## config.mk

```make
export PLATFORM = sky130hd
export DESIGN_NAME = quiz_scheduler_flat
export DESIGN_NICKNAME = d
export VERILOG_FILES = /design/src/rtl/quiz_scheduler_pkg.sv /design/src/rtl/quiz_scheduler_if.sv /design/src/rtl/quiz_scheduler_lfsr8.sv /design/src/rtl/quiz_scheduler.sv /design/src/flat_wrapper.sv
export SDC_FILE = /design/constraint.sdc
export NUM_CORES = 1
export LEC_CHECK = 0
export ABC_AREA = 1
export ABC_CLOCK_PERIOD_IN_PS = 3800
export BUFFER_PORTS_ARGS = -buffer_cell sky130_fd_sc_hd__buf_4
export CAP_MARGIN = 25
export CORE_ASPECT_RATIO = 0.8
export CORE_MARGIN = 5
export CORE_UTILIZATION = 51
export DETAILED_ROUTE_END_ITERATION = 12
export PLACE_DENSITY = 0.73
export REMOVE_ABC_BUFFERS = 1
export SYNTH_ARGS = -nofsm -noshare
export SYNTH_HDL_FRONTEND = slang
export SYNTH_HIERARCHICAL = 1
export SYNTH_SLANG_ARGS = --single-unit
```

## constraint.sdc

```tcl
create_clock -name Clk -period 3.8 [get_ports Clk]
set_input_delay 0.76 -clock Clk [delete_from_list [all_inputs] [get_ports Clk]]
set_output_delay 0.76 -clock Clk [all_outputs]
set_load 0.02 [all_outputs]
```

## src/rtl/quiz_scheduler_pkg.sv

```systemverilog
// Shared state encoding, LFSR seed and default game parameters.
package fpsr_pkg;

  typedef enum logic [1:0] {
    ST_IDLE = 2'd0,
    ST_WAIT = 2'd1,
    ST_QUIZ = 2'd2,
    ST_DONE = 2'd3
  } state_t;

  localparam int unsigned DEF_MAX_LIVES    = 3;
  localparam int unsigned DEF_QUIZ_TARGET  = 9;
  localparam int unsigned DEF_QUIZ_TIMEOUT = 8;
  localparam int unsigned DEF_MIN_GAP      = 4;

  localparam logic [7:0] LFSR_SEED = 8'hA5;

endpackage

```

## src/rtl/quiz_scheduler_if.sv

```systemverilog
// Control, answer and status bundle between the game controller and the scheduler.
interface quiz_scheduler_if;
  logic       Tick;
  logic       Enable;
  logic       Clear;
  logic       Ans_Valid;
  logic [1:0] Ans;
  logic       q_IDLE;
  logic       q_WAIT;
  logic       q_QUIZ;
  logic       q_DONE;
  logic [1:0] Quiz_Key;
  logic [3:0] Time_Left;
  logic [2:0] lives;
  logic [3:0] quiz_cnt;
  logic       Win;
  logic       Lose;

  modport master (
    output Tick, Enable, Clear, Ans_Valid, Ans,
    input  q_IDLE, q_WAIT, q_QUIZ, q_DONE, Quiz_Key, Time_Left,
    input  lives, quiz_cnt, Win, Lose
  );

  modport slave (
    input  Tick, Enable, Clear, Ans_Valid, Ans,
    output q_IDLE, q_WAIT, q_QUIZ, q_DONE, Quiz_Key, Time_Left,
    output lives, quiz_cnt, Win, Lose
  );
endinterface

```

## src/rtl/quiz_scheduler_lfsr8.sv

```systemverilog
// Free-running 8-bit Fibonacci LFSR, x^8+x^6+x^5+x^4+1, seeded on reset.
module lfsr8
  import fpsr_pkg::*;
(
  input  logic       Clk,
  input  logic       Reset,
  output logic [7:0] q
);

  always_ff @(posedge Clk or posedge Reset) begin
    if (Reset) q <= LFSR_SEED;
    else       q <= {q[6:0], q[7] ^ q[5] ^ q[4] ^ q[3]};
  end

endmodule

```

## src/rtl/quiz_scheduler.sv

```systemverilog
// Quiz game scheduler: random gaps between timed quizzes, lives and score tracking.
module quiz_scheduler
  import fpsr_pkg::*;
#(
  parameter int unsigned MAX_LIVES    = DEF_MAX_LIVES,
  parameter int unsigned QUIZ_TARGET  = DEF_QUIZ_TARGET,
  parameter int unsigned QUIZ_TIMEOUT = DEF_QUIZ_TIMEOUT,
  parameter int unsigned MIN_GAP      = DEF_MIN_GAP
) (
  input  logic            Clk,
  input  logic            Reset,
  quiz_scheduler_if.slave bus
);

  localparam logic [2:0] LIVES_INIT = 3'(MAX_LIVES);
  localparam logic [3:0] TARGET     = 4'(QUIZ_TARGET);
  localparam logic [3:0] TIMEOUT    = 4'(QUIZ_TIMEOUT);
  localparam logic [2:0] GAP_BASE   = 3'(MIN_GAP);

  state_t     state_q, state_d;
  logic [2:0] gap_q, gap_d;
  logic [3:0] tl_q, tl_d;
  logic [1:0] key_q, key_d;
  logic [2:0] lives_q, lives_d;
  logic [3:0] cnt_q, cnt_d;
  logic       win_q, win_d;
  logic       lose_q, lose_d;

  logic [7:0] lfsr;
  logic [2:0] gap_new;
  logic       quiz_end;
  logic [2:0] lives_upd;
  logic [3:0] cnt_upd;
  logic       lfsr_unused;

  lfsr8 u_lfsr (
    .Clk   (Clk),
    .Reset (Reset),
    .q     (lfsr)
  );

  assign gap_new     = GAP_BASE + {1'b0, lfsr[1:0]};
  assign lfsr_unused = ^lfsr[5:2];

  always_ff @(posedge Clk or posedge Reset) begin
    if (Reset) begin
      state_q <= ST_IDLE;
      gap_q   <= '0;
      tl_q    <= '0;
      key_q   <= '0;
      lives_q <= LIVES_INIT;
      cnt_q   <= '0;
      win_q   <= 1'b0;
      lose_q  <= 1'b0;
    end else begin
      state_q <= state_d;
      gap_q   <= gap_d;
      tl_q    <= tl_d;
      key_q   <= key_d;
      lives_q <= lives_d;
      cnt_q   <= cnt_d;
      win_q   <= win_d;
      lose_q  <= lose_d;
    end
  end

  always_comb begin
    state_d   = state_q;
    gap_d     = gap_q;
    tl_d      = tl_q;
    key_d     = key_q;
    lives_d   = lives_q;
    cnt_d     = cnt_q;
    win_d     = win_q;
    lose_d    = lose_q;
    quiz_end  = 1'b0;
    lives_upd = lives_q;
    cnt_upd   = cnt_q;

    if (bus.Clear) begin
      state_d = ST_IDLE;
      gap_d   = '0;
      tl_d    = '0;
      key_d   = '0;
      lives_d = LIVES_INIT;
      cnt_d   = '0;
      win_d   = 1'b0;
      lose_d  = 1'b0;
    end else begin
      unique case (state_q)
        ST_IDLE: begin
          lives_d = LIVES_INIT;
          cnt_d   = '0;
          if (bus.Enable) begin
            state_d = ST_WAIT;
            gap_d   = gap_new;
          end
        end
        ST_WAIT: begin
          if (bus.Enable && bus.Tick) begin
            if (gap_q == 3'd1) begin
              state_d = ST_QUIZ;
              gap_d   = '0;
              tl_d    = TIMEOUT;
              key_d   = lfsr[7:6];
            end else begin
              gap_d = gap_q - 3'd1;
            end
          end
        end
        ST_QUIZ: begin
          // An answer wins over a same-cycle Tick and is accepted even while paused
          if (bus.Ans_Valid) begin
            quiz_end = 1'b1;
            if (bus.Ans == key_q)
              cnt_upd = (cnt_q < TARGET) ? cnt_q + 4'd1 : cnt_q;
            else
              lives_upd = (lives_q != 3'd0) ? lives_q - 3'd1 : 3'd0;
          end else if (bus.Enable && bus.Tick) begin
            if (tl_q == 4'd1) begin
              quiz_end  = 1'b1;
              lives_upd = (lives_q != 3'd0) ? lives_q - 3'd1 : 3'd0;
            end else begin
              tl_d = tl_q - 4'd1;
            end
          end
          if (quiz_end) begin
            lives_d = lives_upd;
            cnt_d   = cnt_upd;
            tl_d    = '0;
            if (lives_upd == 3'd0) begin
              state_d = ST_DONE;
              lose_d  = 1'b1;
            end else if (cnt_upd == TARGET) begin
              state_d = ST_DONE;
              win_d   = 1'b1;
            end else begin
              state_d = ST_WAIT;
              gap_d   = gap_new;
            end
          end
        end
        default: ;
      endcase
    end
  end

  always_comb begin
    bus.q_IDLE = (state_q == ST_IDLE);
    bus.q_WAIT = (state_q == ST_WAIT);
    bus.q_QUIZ = (state_q == ST_QUIZ);
    bus.q_DONE = (state_q == ST_DONE);
  end

  assign bus.Quiz_Key  = key_q;
  assign bus.Time_Left = tl_q;
  assign bus.lives     = lives_q;
  assign bus.quiz_cnt  = cnt_q;
  assign bus.Win       = win_q;
  assign bus.Lose      = lose_q;

endmodule

```

## src/flat_wrapper.sv

```systemverilog
// flat-port wrapper written by rule: the top's interface ports become plain ports
module quiz_scheduler_flat import fpsr_pkg::*;
#(
  parameter int unsigned MAX_LIVES    = DEF_MAX_LIVES,
  parameter int unsigned QUIZ_TARGET  = DEF_QUIZ_TARGET,
  parameter int unsigned QUIZ_TIMEOUT = DEF_QUIZ_TIMEOUT,
  parameter int unsigned MIN_GAP      = DEF_MIN_GAP
)
  (Clk, Reset, bus_Tick, bus_Enable, bus_Clear, bus_Ans_Valid, bus_Ans, bus_q_IDLE, bus_q_WAIT, bus_q_QUIZ, bus_q_DONE, bus_Quiz_Key, bus_Time_Left, bus_lives, bus_quiz_cnt, bus_Win, bus_Lose);
  quiz_scheduler_if bus_i ();
  input  logic Clk;
  input  logic Reset;
  input wire logic [$bits(bus_i.Tick)-1:0] bus_Tick;
  input wire logic [$bits(bus_i.Enable)-1:0] bus_Enable;
  input wire logic [$bits(bus_i.Clear)-1:0] bus_Clear;
  input wire logic [$bits(bus_i.Ans_Valid)-1:0] bus_Ans_Valid;
  input wire logic [$bits(bus_i.Ans)-1:0] bus_Ans;
  output wire logic [$bits(bus_i.q_IDLE)-1:0] bus_q_IDLE;
  output wire logic [$bits(bus_i.q_WAIT)-1:0] bus_q_WAIT;
  output wire logic [$bits(bus_i.q_QUIZ)-1:0] bus_q_QUIZ;
  output wire logic [$bits(bus_i.q_DONE)-1:0] bus_q_DONE;
  output wire logic [$bits(bus_i.Quiz_Key)-1:0] bus_Quiz_Key;
  output wire logic [$bits(bus_i.Time_Left)-1:0] bus_Time_Left;
  output wire logic [$bits(bus_i.lives)-1:0] bus_lives;
  output wire logic [$bits(bus_i.quiz_cnt)-1:0] bus_quiz_cnt;
  output wire logic [$bits(bus_i.Win)-1:0] bus_Win;
  output wire logic [$bits(bus_i.Lose)-1:0] bus_Lose;
  assign bus_i.Tick = bus_Tick;
  assign bus_i.Enable = bus_Enable;
  assign bus_i.Clear = bus_Clear;
  assign bus_i.Ans_Valid = bus_Ans_Valid;
  assign bus_i.Ans = bus_Ans;
  assign bus_q_IDLE = bus_i.q_IDLE;
  assign bus_q_WAIT = bus_i.q_WAIT;
  assign bus_q_QUIZ = bus_i.q_QUIZ;
  assign bus_q_DONE = bus_i.q_DONE;
  assign bus_Quiz_Key = bus_i.Quiz_Key;
  assign bus_Time_Left = bus_i.Time_Left;
  assign bus_lives = bus_i.lives;
  assign bus_quiz_cnt = bus_i.quiz_cnt;
  assign bus_Win = bus_i.Win;
  assign bus_Lose = bus_i.Lose;
  quiz_scheduler #(.MAX_LIVES(MAX_LIVES), .QUIZ_TARGET(QUIZ_TARGET), .QUIZ_TIMEOUT(QUIZ_TIMEOUT), .MIN_GAP(MIN_GAP)) u_core (.Clk(Clk), .Reset(Reset), .bus(bus_i));
endmodule
```

==> impl_metrics.yaml <==
pwr:
  p_clk_share_pct: 24.3
  p_leak_nw: 1.00
  power_switching_mw: 0.373
  power_switching_share_pct: 37.8
  intPower_mw: 0.613
  max-vdd-ir-drop_mv: 0.422
  combPwrFrac_pct: 38.2
  powerDensity_nw_per_um2: 495
  seqPwrFrac_pct: 37.5
yosys:
  synth_cells: 211
  synth_area_sq_um: 1690
  ys_warn_count: 6
  synth_seq_cells: 28
  yosysTopAreaCell: "dfrtp_1"
  synthArstFlopShare_pct: 100
  synth-edff-count: 0
  yosysSeqAreaShare_pct: 41.9
  ys_types: 29
  synth_flop_cell: "dfrtp_1"
  synth_area_leaders: "dfrtp_1 33%, nand2_1 10%, dfstp_2 9.3%"
  yosysTopAreaCellShare_pct: 32.6
  postSynthAreaPerCell_sq_um: 8.01
cts:
  cts_tree: "yes"
  ctsHoldBuffers: 0
  cts_buffer_depth: 2
  htree_num_levels: 1
  clk_latency_ns: 0.28
  clock_sinks: 28
  path_clk_slew_ns: 0.10
  cts_resized: 0
  cts_buffers: 3
  cts_setup_buffers: 0
  cts_root_buf: "clkbuf_8"
sta:
  drv_slew: 0
  tightest_slew_ns: 0.813
  fin_tns_setup_ns: 0
  period_minus_slack_ns: 2.20
  hold_viol_final: 0
  final-setup-viol-count: 0
  clock.fmax_ghz: 0.454
  fin_crit_sh_pct: 58.0
  slew_headroom_pct: 45.7
  fin_worst_skew_ns: 0.00379
  rsz0062_at_grt: "no"
cells_and_area:
  mostFrequentLayoutCells: "47 x nand2_1, 33 x inv_1, 26 x buf_4, 22 x dfrtp_1, 16 x nor2_1"
  instances_no_fill: 279
  layout-drive-gt1-share_pct: 24.3
  n_antenna_cell: 0
  nNetsFinal: 258
  fillCellCount: 265
  final_common_cell: "nand2_1"
  area_delta_synth_final_pct: 17.8
floorplanning:
  core_area_sq_um: 3130
  io_pins: 27
  die_h_microns: 61.5
  fp.dieW_microns: 74.4
  die_area_sq_um: 4570
  std_cell_rows: 18
  initial_core_util_pct: 54.0
global_routing:
  antenna_found_initial: 0
  grt_pass1_wl_microns: 5960
  grt_max_degree: 21
  grt_usage_pct: 17.3
  grt_pass1_vias: 1266
  overflow: 0
placement:
  place_inst: 275
  port_buffers: 26
  gp_congestion: 0.816
  hpwl_microns: 2720
detailed_routing:
  first_iter_violations: 80
  avgViaCountPerCell: 4.93
  drc: 0
  drtPass1Iterations: 4
  wl_per_cell_microns: 12.5
  num_vias: 1376
  drt_wl_total_microns: 3500
  detail-route-antenna-nets: 0
min_path:
  hold_class: "flip-flop to flip-flop"
setup_path:
  cp.required_ns: 4.02
  worst_path_max_delay_cell: "a21oi_1"
  cp_common_cell: "inv_1"
  start_kind: "flip-flop"
  cp_max_fo: 11
  setup.worst_path.end_class: "flip-flop"
  crit_type: "flip-flop to flip-flop"
  cp_cell_sequence: "inv_1 -> ha_1 -> inv_1 -> nor3_4 -> a21oi_1 -> nand2_1 -> o22ai_1 -> inv_1"
  max_stage_delay_ns: 0.60
  arrival_ns: 2.42
job:
  drv_cap: 0
status:
  outcome: "completed"
[power by group through the flow]
stage | sequential, mW | clock [mW] | combinational [mW]
floorplan | 0.382 | 0 | 0.264
finish | 0.370 | 0.240 | 0.376
detailed placement | 0.375 | 0 | 0.375
CTS | 0.369 | 0.244 | 0.377
global route | 0.376 | 0.260 | 0.425
global placement | 0.376 | 0 | 0.373
[final cells by class]
| type | instances | area, sq um | area share (%) |
|---|---|---|---|
| clock buffers | 3 | 41.3 | 2.07 |
| clock inverters | 1 | 30.0 | 1.51 |
| inverters | 38 | 143 | 7.16 |
| multi-input cells | 143 | 825 | 41.4 |
| flip-flops and latches | 28 | 708 | 35.6 |
| well taps | 40 | 50.0 | 2.51 |
| repair buffers | 26 | 195 | 9.80 |
[path summary, 6_finish.rpt]
| path | startpoint | to | slack [ns] | depth (start not counted) |
|---|---|---|---|---|
| setup / recovery | u_core/state_q[0] | u_core/bus.lives[0] | 1.60 | 8 |
| hold / removal | u_core/u_lfsr/q[6] | u_core/u_lfsr/q[7] | 0.39 | 0 |
| setup reg to reg | u_core/state_q[0] | u_core/bus.lives[0] | 1.60 | 8 |
| hold reg to reg | u_core/u_lfsr/q[6] | u_core/u_lfsr/q[7] | 0.39 | 0 |
| max in group asynchronous | Reset | u_core/bus.quiz_cnt[3] | 2.66 | 2 |
| min in group asynchronous | Reset | u_core/u_lfsr/q[1] | 0.41 | 2 |
[cell usage after synthesis (all sizes together), types with 4 or more instances]
cell type,number
nand4,4
nand3,17
inv,37
ha,10
nor2,23
o21ai,13
a21oi,7
dfrtp,22
dfstp,6
o22ai,4
nand2,53
nor3,4
[sequential cells by signal, indices dropped and copies added, names as in the netlist]
register and cells:
u_core/bus.Lose 1, u_core/bus.Quiz_Key 2, u_core/bus.Time_Left 4, u_core/bus.Win 1, u_core/bus.lives 3, u_core/bus.quiz_cnt 4, u_core/gap_q 3, u_core/state_q 2
u_core/u_lfsr/q 8
[layer usage]
layer  vias to the layer above  global-route usage, %  share of wire [%]
li1                        734                      -                  -
met1                       602                   26.7                 52
met2                        36                   24.0                 39
met3                         4                   3.92                7.4
met4                         0                   5.33                1.3
met5                         -                      0                  0
[per-stage QoR]
stage	instance area (sq um)	hold WS [ns]	util (%)	setup slack [ns]	total power, mW
after CTS	1990	0.393	63.6	1.60	0.990
final	1990	0.389	63.6	1.60	0.985
after detailed placement	1920	0.364	61.4	1.43	0.749
after floorplan	1680	0.355	-	1.80	0.646
after global routing	1990	0.400	63.6	1.34	1.06
after global placement	1920	0.360	61.4	1.52	0.749
[cells by family (layout without fill, tap and decap cells)]
group           after synthesis  after routing  share of synthesized area (%)
compound gates               29             29                           9.47
simple gates                101            101                           29.9
buf+inv                      40             68                           9.33
flops                        28             28                           41.9
xor+xnor                      3              3                           2.00
fa+ha+maj                    10             10                           7.40
[worst max-delay path, delay by kind of cell (launching register included)]
kind	cells	cell delay, ns
buffers and inverters	3	0.37
DFF	1	0.44
adders and majority gates	1	0.27
AOI/OAI and AO/OA	2	0.76
and+or+nand+nor	2	0.29
No activity file was read; power rests on OpenSTA's default activity.
